**config.mk**
```make
export PLATFORM = sky130hd
export DESIGN_NAME = sig_eth_udp_packer
export DESIGN_NICKNAME = d
export VERILOG_FILES = /design/src/rtl/sig_eth_udp_packer_pkg.sv /design/src/rtl/sig_eth_word_serializer.sv /design/src/rtl/sig_eth_udp_packer.sv
export SDC_FILE = /design/constraint.sdc
export NUM_CORES = 1
export LEC_CHECK = 0
export CAP_MARGIN = 10
export CORE_MARGIN = 2
export CORE_UTILIZATION = 53
export DETAILED_ROUTE_END_ITERATION = 10
export PLACE_DENSITY = 0.81
export REMOVE_ABC_BUFFERS = 1
export SYNTH_ARGS = -nofsm -noshare
export SYNTH_HDL_FRONTEND = slang
export SYNTH_HIERARCHICAL = 1
export SYNTH_SLANG_ARGS = --single-unit
```
**constraint.sdc**
```tcl
create_clock -name clk -period 4.7 [get_ports clk]
set_input_delay 0.47 -clock clk [delete_from_list [all_inputs] [get_ports clk]]
set_output_delay 0.47 -clock clk [all_outputs]
set_load 0.05 [all_outputs]
```
**src/rtl/sig_eth_udp_packer_pkg.sv**
```systemverilog
// rtl/sig_eth_udp_packer_pkg.sv - shared types, constants and header byte mux for the SIG-ETH UDP packer
package sig_eth_udp_packer_pkg;

    typedef enum logic [2:0] {
        ST_IDLE,
        ST_REQ,
        ST_HDR,
        ST_DATA,
        ST_DONE
    } pk_state_e;

    localparam int          HDR_BYTES     = 8;
    localparam logic [1:0]  TAG_AD        = 2'b10;
    localparam logic [1:0]  TAG_HDMI      = 2'b01;
    localparam logic [15:0] MAGIC_DEFAULT = 16'hA55A;

    // Header layout: magic, tag, reserved, sequence, payload word count (all big-endian)
    function automatic logic [7:0] hdr_byte(input logic [2:0]  idx,
                                            input logic [15:0] magic,
                                            input logic [1:0]  tag,
                                            input logic [15:0] seq,
                                            input logic [15:0] words);
        case (idx)
            3'd0:    hdr_byte = magic[15:8];
            3'd1:    hdr_byte = magic[7:0];
            3'd2:    hdr_byte = {6'b0, tag};
            3'd3:    hdr_byte = 8'h00;
            3'd4:    hdr_byte = seq[15:8];
            3'd5:    hdr_byte = seq[7:0];
            3'd6:    hdr_byte = words[15:8];
            default: hdr_byte = words[7:0];
        endcase
    endfunction

endpackage

```
**src/rtl/sig_eth_word_serializer.sv**
```systemverilog
// rtl/sig_eth_word_serializer.sv - 32->8 MSB-first word shifter with zero fill and read-slot timing
module sig_eth_word_serializer (
    input  logic        clk,
    input  logic        rst_n,
    input  logic        load,
    input  logic        shift,
    input  logic        zero_fill,
    input  logic [31:0] word_in,
    output logic [7:0]  byte_nxt,
    output logic        rd_slot,
    output logic        word_end
);

    logic [23:0] sr;
    logic [1:0]  bidx;

    // byte_nxt is the byte the owner registers onto the output this edge
    always_comb begin
        byte_nxt = 8'h00;
        if (!zero_fill) begin
            byte_nxt = load ? word_in[31:24] : sr[23:16];
        end
    end

    // Requesting the next word while byte 2 is on the wire lands it exactly after byte 3
    assign rd_slot  = (bidx == 2'd1);
    assign word_end = (bidx == 2'd3);

    always_ff @(posedge clk or negedge rst_n) begin
        if (!rst_n) begin
            sr   <= '0;
            bidx <= '0;
        end else if (load) begin
            sr   <= zero_fill ? 24'h0 : word_in[23:0];
            bidx <= 2'd0;
        end else if (shift) begin
            sr   <= zero_fill ? 24'h0 : {sr[15:0], 8'h00};
            bidx <= bidx + 2'd1;
        end
    end

endmodule

```
**src/rtl/sig_eth_udp_packer.sv**
```systemverilog
// rtl/sig_eth_udp_packer.sv - frames FIFO words into fixed-length UDP payloads for the ethernet stack
module sig_eth_udp_packer
    import sig_eth_udp_packer_pkg::*;
#(
    parameter int          PAYLOAD_WORDS = 256,
    parameter int          LVL_W         = 12,
    parameter int          ACK_TIMEOUT   = 50000,
    parameter logic [15:0] MAGIC         = MAGIC_DEFAULT
) (
    input  logic             clk,
    input  logic             rst_n,
    input  logic             enable,
    input  logic [1:0]       stream_tag,
    input  logic             fifo_flush,
    input  logic [31:0]      fifo_rd_data,
    input  logic [LVL_W-1:0] fifo_rd_level,
    output logic             fifo_rd_en,
    input  logic             udp_tx_ready,
    output logic             app_tx_data_request,
    input  logic             app_tx_ack,
    output logic [15:0]      udp_data_length,
    output logic             app_tx_data_valid,
    output logic [7:0]       app_tx_data,
    output logic [15:0]      frame_seq,
    output logic [15:0]      drop_cnt
);

    localparam int               TO_W      = $clog2(ACK_TIMEOUT + 1);
    localparam logic [TO_W-1:0]  TO_LAST   = TO_W'(ACK_TIMEOUT - 1);
    localparam logic [LVL_W:0]   NEED      = (LVL_W + 1)'(PAYLOAD_WORDS);
    localparam logic [11:0]      LAST_WORD = 12'(PAYLOAD_WORDS - 1);
    localparam logic [15:0]      PW16      = 16'(PAYLOAD_WORDS);

    pk_state_e       state, state_n;
    logic [TO_W-1:0] to_cnt, to_n;
    logic [2:0]      hdr_idx, hdr_n;
    logic [11:0]     word_idx, word_n;
    logic [1:0]      tag_r, tag_n;
    logic            flushed_r, flushed_n;
    logic [15:0]     seq_n, drop_n;
    logic            req_n, valid_n, rd_n;
    logic [7:0]      data_n;
    logic            ser_load, ser_shift, ser_rd_slot, ser_word_end;
    logic [7:0]      ser_byte;
    logic            zero, start_ok;

    assign udp_data_length = 16'(HDR_BYTES + 4 * PAYLOAD_WORDS);
    // Once flushed, the frame still runs to its committed length but carries only zeros
    assign zero     = fifo_flush | flushed_r;
    assign start_ok = enable && udp_tx_ready && ({1'b0, fifo_rd_level} >= NEED) && !fifo_flush;

    sig_eth_word_serializer u_ser (
        .clk       (clk),
        .rst_n     (rst_n),
        .load      (ser_load),
        .shift     (ser_shift),
        .zero_fill (zero),
        .word_in   (fifo_rd_data),
        .byte_nxt  (ser_byte),
        .rd_slot   (ser_rd_slot),
        .word_end  (ser_word_end)
    );

    always_comb begin
        state_n   = state;
        req_n     = 1'b0;
        valid_n   = 1'b0;
        data_n    = 8'h00;
        rd_n      = 1'b0;
        to_n      = to_cnt;
        hdr_n     = hdr_idx;
        word_n    = word_idx;
        flushed_n = flushed_r;
        seq_n     = frame_seq;
        drop_n    = drop_cnt;
        tag_n     = tag_r;
        ser_load  = 1'b0;
        ser_shift = 1'b0;
        case (state)
            ST_IDLE: begin
                flushed_n = 1'b0;
                if (start_ok) begin
                    state_n = ST_REQ;
                    req_n   = 1'b1;
                    to_n    = '0;
                    tag_n   = stream_tag;
                end
            end
            ST_REQ: begin
                if (app_tx_ack) begin
                    state_n   = ST_HDR;
                    valid_n   = 1'b1;
                    hdr_n     = 3'd0;
                    flushed_n = fifo_flush;
                    data_n    = fifo_flush ? 8'h00 : hdr_byte(3'd0, MAGIC, tag_r, frame_seq, PW16);
                end else if (fifo_flush) begin
                    state_n = ST_IDLE;
                end else if (to_cnt == TO_LAST) begin
                    state_n = ST_IDLE;
                    if (drop_cnt != 16'hFFFF) drop_n = drop_cnt + 16'd1;
                end else begin
                    req_n = 1'b1;
                    to_n  = to_cnt + 1'b1;
                end
            end
            ST_HDR: begin
                valid_n   = 1'b1;
                flushed_n = zero;
                if (hdr_idx == 3'd7) begin
                    state_n  = ST_DATA;
                    ser_load = 1'b1;
                    data_n   = ser_byte;
                    word_n   = '0;
                end else begin
                    hdr_n  = hdr_idx + 3'd1;
                    data_n = zero ? 8'h00 : hdr_byte(hdr_idx + 3'd1, MAGIC, tag_r, frame_seq, PW16);
                    rd_n   = (hdr_idx == 3'd5) && !zero;
                end
            end
            ST_DATA: begin
                flushed_n = zero;
                if (ser_word_end) begin
                    if (word_idx == LAST_WORD) begin
                        state_n = ST_DONE;
                    end else begin
                        valid_n  = 1'b1;
                        ser_load = 1'b1;
                        data_n   = ser_byte;
                        word_n   = word_idx + 12'd1;
                    end
                end else begin
                    valid_n   = 1'b1;
                    ser_shift = 1'b1;
                    data_n    = ser_byte;
                    rd_n      = ser_rd_slot && (word_idx != LAST_WORD) && !zero;
                end
            end
            ST_DONE: begin
                seq_n   = frame_seq + 16'd1;
                state_n = ST_IDLE;
            end
            default: state_n = ST_IDLE;
        endcase
    end

    always_ff @(posedge clk or negedge rst_n) begin
        if (!rst_n) begin
            state               <= ST_IDLE;
            to_cnt              <= '0;
            hdr_idx             <= '0;
            word_idx            <= '0;
            tag_r               <= '0;
            flushed_r           <= 1'b0;
            frame_seq           <= '0;
            drop_cnt            <= '0;
            app_tx_data_request <= 1'b0;
            app_tx_data_valid   <= 1'b0;
            app_tx_data         <= '0;
            fifo_rd_en          <= 1'b0;
        end else begin
            state               <= state_n;
            to_cnt              <= to_n;
            hdr_idx             <= hdr_n;
            word_idx            <= word_n;
            tag_r               <= tag_n;
            flushed_r           <= flushed_n;
            frame_seq           <= seq_n;
            drop_cnt            <= drop_n;
            app_tx_data_request <= req_n;
            app_tx_data_valid   <= valid_n;
            app_tx_data         <= data_n;
            fifo_rd_en          <= rd_n;
        end
    end

endmodule

```
==> results of run 1 <==
==> cells by family (layout without fill, tap and decap cells) <==
kind of cell    Yosys count  in the layout  share of synthesized area [%]
compound gates           69             69                           9.06
xor+xnor                 47             47                           7.23
fa+ha+maj                13             13                           2.86
buf+inv                  48            114                           5.17
flops                   106            106                           46.6
mux                      15             15                           2.75
other cells               2             16                          0.132
simple gates            248            248                           26.2
==> power by group <==
| group | internal (mW) | leakage (nW) | switching [mW] |
|---|---|---|---|
| registers | 0.911 | 1.44 | 0.0000000000000000187 |
| clock network | 0.231 | 0.103 | 0.327 |
| logic | 0.0319 | 1.65 | 0.0531 |
==> state kept, by name, summed over array words and instances, names as in the netlist <==
name and flops:
to_cnt 16, frame_seq 16, word_idx 12, tag_r 2, app_tx_data_request 1, drop_cnt 16
u_ser/bidx 2, hdr_idx 3, fifo_rd_en 1, u_ser/sr 24, flushed_r 1, app_tx_data 8
app_tx_data_valid 1, state 3
==> worst min path at each step <==
stage,start,end,slack (ps),depth (start not counted)
4_1_cts,rst_n,drop_cnt[4],180,1
2_1_floorplan,rst_n,app_tx_data[0],170,0
5_1_grt,rst_n,drop_cnt[3],200,1
3_5_place_dp,u_ser/sr[13],u_ser/sr[13],470,1
6_report,rst_n,drop_cnt[3],140,1
3_3_place_gp,u_ser/sr[11],u_ser/sr[11],460,1
==> critical path: stages, from the launching register on <==
cell and delay [ps]:
dfrtp_1 440, nor4_1 530, nand4_1 320, nand2b_1 220, nand2_1 510, nor2_2 810, a211o_1 230
==> through the flow <==
step / instances / total power [mW] / instance area, sq um / util (%)
5_1_grt: 764 / 1.61 / 6730 / 64.9
4_1_cts: 764 / 1.56 / 6730 / 64.9
2_1_floorplan: 522 / 0.958 / 5480 / -
6_report: 764 / 1.55 / 6730 / 64.9
3_3_place_gp: 748 / 1.02 / 6540 / 63.0
3_5_place_dp: 748 / 1.02 / 6540 / 63.0
==> per-layer routing <==
layer	wire length [um]	vias up
met5	0	-
met4	189	0
met3	622	14
met2	5570	120
met1	5490	2127
li1	-	2085
==> cell type report <==
class                           instances  area share, %
Multi-Input combinational cell        408           41.5
Sequential cell                       106           39.4
Timing Repair Buffer                   90           13.2
Tap cell                              136           2.53
Clock buffer                           11           2.25
Clock inverter                          5          0.632
Inverter                                8          0.446
==> placed cells by master (no fill, tap or decap), types with 2 or more instances in the layout <==
master           Yosys  layout
clkdlybuf4s50_1      0      85
a31oi_1              2       2
nand3b_1             3       3
nand2_1             40      40
ha_1                13      13
nor2b_1              7       7
and4_1               4       4
xnor2_1             26      26
o2bb2ai_1            4       4
a21o_1               8       8
nand2b_1             5       5
and2_1               5       5
dfrtp_1            106     106
nor2_1              46      46
nand4_1             20      20
nand3_1             38      38
a211o_1             20      20
xor2_1              21      21
nor4bb_1            18      18
o211ai_1             2       2
mux2_2               5       5
and3_1              12      12
nor4_2               3       3
o31ai_1              4       4
nor3b_1              9       9
buf_4               18       5
nor4b_1              4       4
inv_6                0       3
inv_1                8       8
conb_1               2      16
nor2_2               2       2
clkbuf_8             0      11
and3b_1             16      16
a22o_1               8       8
o21ai_0              9       9
mux2i_1             10      10
nor3_1               3       3
nor4_1               4       4
a21oi_1              9       9
==> cells in the mapped netlist, drive strengths merged (2+ instances only) <==
cell | n | area share, %
a31oi | 2 | 0.22
o31ai | 4 | 0.53
nand3b | 3 | 0.40
o21ai | 9 | 0.79
a22o | 8 | 1.2
nor3 | 4 | 0.55
a211oi | 2 | 0.35
a21oi | 9 | 0.79
mux2 | 5 | 0.99
and2 | 6 | 0.66
nor4bb | 18 | 3.2
nor2b | 7 | 0.77
inv | 8 | 0.53
xor2 | 21 | 3.2
nand2 | 40 | 2.6
clkbuf | 9 | 0.59
o211ai | 2 | 0.26
mux2i | 10 | 1.8
xnor2 | 26 | 4.0
and3 | 12 | 1.3
dfrtp | 106 | 47
nor4b | 4 | 0.62
nand4 | 20 | 2.2
nand2b | 5 | 0.55
ha | 13 | 2.9
and3b | 16 | 2.5
nor4 | 8 | 1.5
a21o | 8 | 1.1
a211o | 20 | 3.1
buf | 31 | 4.0
and4 | 4 | 0.62
conb | 2 | 0.13
or2 | 2 | 0.26
nor2 | 48 | 3.3
nor3b | 9 | 1.2
o2bb2ai | 4 | 0.62
nand3 | 38 | 3.3
==> impl_metrics.tcl, run 1 <==
set metrics [dict create \
    seq_area_sq_mm 0.00265 \
    reg2reg_slack_ps 1580 \
    fin_setup_tns_ps 0 \
    crit_path_end "u_ser/sr[19]" \
    top_level_ports 111 \
    cts_resized 0 \
    critPathArrivalTime_ps 3430 \
    antenna_cells 0 \
    min_path_type "in -> async" \
    synth-seq-cells 106 \
    startpoint "word_idx[8]" \
    track_usage_pct 22.0 \
    grt_start_max_net_pins 59 \
    powerDensity_mw_per_mm2 231 \
    cts-root-buf "clkbuf_8" \
    r2r_end "u_ser/sr[19]" \
    wl_mm 11.9 \
    drt_iter0_markers 219 \
    timing.rr.start "word_idx[8]" \
    syn_area_sq_mm 0.00569 \
    cts_tree "done" \
    grt_pass1_wl_mm 20.3 \
    drive_above_1_share_pct 5.89 \
    layout_setup_ws_ps 1580 \
    fin_hold_ws_ps 144 \
    synth-edff-count 0 \
    fillers 825 \
    clk_pin_slew_ps 100 \
    rsz0062_at_grt "no" \
    die_area_sq_mm 0.0116 \
    async_flop_share_pct 100 \
    clk_latency_ps 380 \
    hold_buffers 0 \
    place_ws_ps 1650 \
    crit_fanout 23 \
    fmax_ghz 0.321 \
    cts_made_buffers 9 \
    grt_overflow 0 \
    dr_total_vias 4346 \
    cap_violations 0 \
    die_w_um 108 \
    fin_skew_ps 19.6 \
    routabilityCongestion 0.841 \
    post_drt_via_cell_ratio 5.69 \
    critPathRequiredTime_ps 5010 \
    grt_use_met1_pct 31.1 \
    wire_per_inst_um 15.5 \
    multi_input_area_sq_mm 0.00280 \
    hold_viol 0 \
    ant_nets 0 \
    ir_drop_mv 0.171 \
    final_max_slew_viol_count 0 \
    met2_usage_pct 35.0 \
    grtUsageMet3_pct 3.39 \
    ys_types 52 \
    worst-slew-pin-transition_ps 897 \
    cts_buffer_depth 2 \
    crit_type "reg -> reg" \
    end_kind "flip-flop" \
    cts_sinks 106 \
    die_y_um 108 \
    rr_worst_depth 6 \
    post-cts-setup-buffers 0 \
    postSynthCellCount 548 \
    busiest_layer "met2" \
    first_pass_iters 5 \
    ys.flop_type "dfrtp_1" \
    layout.nets 688 \
    start_kind "flip-flop" \
    power_leakage_nw 3.20 \
    finalSetupViolCount 0 \
    outcome "finished clean" \
    antenna_found_initial 0 \
    area_growth_pct 18.3 \
    core_area_sq_mm 0.0104 \
    rows 37 \
    yosysWarnings 6 \
    dpl.hpwl_mm 8.44 \
    start_util_pct 54.9 \
    synth.avg_cell_area_sq_um 10.4 \
    max_slew_margin_pct 39.3 \
    period_share_pct 66.4 \
    drc 0 \
    min_period_ps 3120 \
    h-tree-depth 3 \
    yosysSeqAreaShare_pct 46.6 \
    port_buffers 86 \
    grt_pass1_vias 4285 \
]
No activity file was read; power rests on OpenSTA's default activity.
==> run 2: changes to the inputs <==
--- a/config.mk
+++ b/config.mk
@@ -7,9 +7,9 @@
 export LEC_CHECK = 0
 export CAP_MARGIN = 10
 export CORE_MARGIN = 2
-export CORE_UTILIZATION = 53
+export CORE_UTILIZATION = 47
 export DETAILED_ROUTE_END_ITERATION = 10
-export PLACE_DENSITY = 0.81
+export PLACE_DENSITY = 0.76
 export REMOVE_ABC_BUFFERS = 1
 export SYNTH_ARGS = -nofsm -noshare
 export SYNTH_HDL_FRONTEND = slang
==> constraint.sdc (replaced) <==
create_clock -name clk -period 2.5 [get_ports clk]
set_input_delay 0.25 -clock clk [delete_from_list [all_inputs] [get_ports clk]]
set_output_delay 0.25 -clock clk [all_outputs]
set_load 0.05 [all_outputs]
==> run 2 against run 1 <==
Clock power rose to 2.6 times the previous value. Die area up 12%. Clock skew down 14 ps. Setup slack worse by 1300 ps. Sequential share of layout area down 1.6 points. Flip-flop and latch count unchanged. Maximum frequency up 38%. Sequential power up 88%. Critical path depth up 2. Worst hold slack better by 310 ps. Design area up 4.2%. Cell count up 3.5%. Largest power group unchanged. Highest routed layer unchanged.
==> impl_metrics.tcl, run 2 (synthesis gave the netlist of run 1 again) <==
set metrics [dict create \
    outcome "finished clean" \
    critPathArrivalTime_ps 2490 \
    p_int_mw 2.61 \
    place_ws_ps 140 \
    min_period_ps 2260 \
    wl_met2_mm 6.05 \
    antenna_cells 0 \
    ir_drop_mv 0.288 \
    worstPathCellList "nor4_1, nand4_1, nand2b_1, nand2_1, buf_12, buf_4, and3b_1, a211o_1" \
    largest_reg_flops 24 \
    wl_mm 12.6 \
    reg2reg_slack_ps 240 \
    grt_overflow 0 \
    grt_pass1_vias 4426 \
    final_common_cell "dfrtp_1" \
    h-tree-depth 3 \
    rsz0062_at_grt "no" \
    cts_made_buffers 9 \
    ant_nets 0 \
    layout.nets 704 \
    drc 0 \
    cts_sinks 106 \
    top_register "u_ser/sr" \
    top_level_ports 111 \
    post-cts-setup-buffers 0 \
    post_drt_via_cell_ratio 5.60 \
    min-delay-start "stream_tag[1]" \
    drive_above_1_share_pct 7.61 \
    core_area_sq_mm 0.0119 \
    power_leakage_nw 3.33 \
    grt_pass1_wl_mm 21.1 \
    fin_hold_ws_ps 458 \
    crit_type "reg -> reg" \
    combPwrFrac_pct 5.1 \
    hold_viol 0 \
    finalSetupViolCount 0 \
    clockPowerShare_pct 43.3 \
    final_max_slew_viol_count 0 \
    clk_latency_ps 350 \
    layout_setup_ws_ps 241 \
    powerDensity_mw_per_mm2 473 \
    rows 40 \
    max_stage_delay_ps 440 \
    die_area_sq_mm 0.0130 \
    fin_area_sq_mm 0.00702 \
    die_y_um 114 \
    period_share_pct 90.3 \
    wl_met3_um 616 \
    fin_setup_tns_ps 0 \
    instances_no_fill 791 \
    routabilityCongestion 0.842 \
    fin_skew_ps 5.61 \
    crit_fanout 44 \
    p_total_mw 3.32 \
    end_kind "flip-flop" \
    p_sw_uw 706 \
    first_pass_iters 4 \
    dp.cells 774 \
    drt_iter0_markers 237 \
    track_usage_pct 20.1 \
    placed_area_sq_mm 0.00670 \
    dpl.hpwl_mm 9.04 \
    max_slew_margin_pct 51.2 \
    antenna_found_initial 0 \
    port_buffers 86 \
    timing.rr.start "word_idx[8]" \
    fmax_ghz 0.443 \
    cts-root-buf "clkbuf_16" \
    crit_family "simple AND/OR/NAND/NOR gates" \
    top_layer_used "met4" \
    worst-slew-pin-transition_ps 731 \
    wire_per_inst_um 16.0 \
    cts_tree "done" \
    cap_violations 0 \
    startpoint "word_idx[8]" \
    clk_pin_slew_ps 70 \
    switching_share_pct 21.3 \
    dr_total_vias 4426 \
    seq_power_share_pct 51.7 \
    start_util_pct 47.8 \
    start_kind "flip-flop" \
    grt_start_max_net_pins 57 \
    drt-met1-wl_mm 5.81 \
    final_util_pct 58.9 \
    layout_common_cells "dfrtp_1, clkdlybuf4s50_1, nor2_1" \
    min_path_type "in -> reg" \
    crit_slowest_cell "dfrtp_1" \
    die_w_um 114 \
    cts_buffer_depth 2 \
    cp_num_buf_inv 2 \
    area_growth_pct 23.3 \
    critPathRequiredTime_ps 2730 \
]
[run 2: cell count changes in the layout (fill, tap and decap cells not counted), sizes merged]
cell / before / now
dlygate4sd3: 0 / 1
buf: 5 / 20
clkbuf: 11 / 14
bufinv: 0 / 1
inv: 12 / 8
[run 2: worst min-delay path: cells and delay by family]
family                 cells  cell delay (ps)
buffers and inverters      1              400
and+or+nand+nor            2              110
[run 2: worst paths after layout]
kind / endpoint / cells after the start
min in group asynchronous: drop_cnt[5] / 2
max in group asynchronous: app_tx_data[1] / 3
max reg2reg: u_ser/sr[20] / 8
min: tag_r[1] / 3
max: u_ser/sr[20] / 8
min reg2reg: u_ser/sr[10] / 1
[run 2: area by class of cell]
| type | count | area (sq um) |
|---|---|---|
| Tap cell | 147 | 184 |
| Clock buffer | 14 | 264 |
| Sequential cell | 106 | 2650 |
| Inverter | 8 | 30.0 |
| Fill cell | 988 | 4900 |
| Multi-Input combinational cell | 408 | 2800 |
| Clock inverter | 2 | 35.0 |
| Timing Repair Buffer | 106 | 1050 |
[run 2: per-layer routing]
layer	GRT usage (%)	up-vias
met5	0	-
met4	6.02	0
met3	3.83	14
met2	32.8	132
met1	27.4	2159
li1	-	2121
[run 2: power by group through the flow]
stage | Clock, mW | Sequential, mW | Combinational, mW
2_1_floorplan | 0 | 1.75 | 0.0539
3_3_place_gp | 0 | 1.75 | 0.167
3_5_place_dp | 0 | 1.75 | 0.169
4_1_cts | 1.47 | 1.71 | 0.170
5_1_grt | 1.55 | 1.71 | 0.180
6_report | 1.44 | 1.71 | 0.168
[run 2: timing repair]
| action | 4_1_cts | 5_1_grt |
|---|---|---|
| hold buffers | 1 | 0 |
| endpoints found under the setup margin | 0 | 16 |
| gates resized for setup | 0 | 1 |
| hold endpoints to repair | 54 | 0 |
==> run 3: changes to the inputs <==
--- a/config.mk
+++ b/config.mk
@@ -8,9 +8,11 @@
 export CAP_MARGIN = 10
 export CORE_MARGIN = 2
 export CORE_UTILIZATION = 47
+export CTS_CLUSTER_SIZE = 24
 export DETAILED_ROUTE_END_ITERATION = 10
 export PLACE_DENSITY = 0.76
 export REMOVE_ABC_BUFFERS = 1
+export SKIP_LAST_GASP = 1
 export SYNTH_ARGS = -nofsm -noshare
 export SYNTH_HDL_FRONTEND = slang
 export SYNTH_HIERARCHICAL = 1
==> results of run 3 <==
Final layout, timing and power as in run 2 (identical DEF).
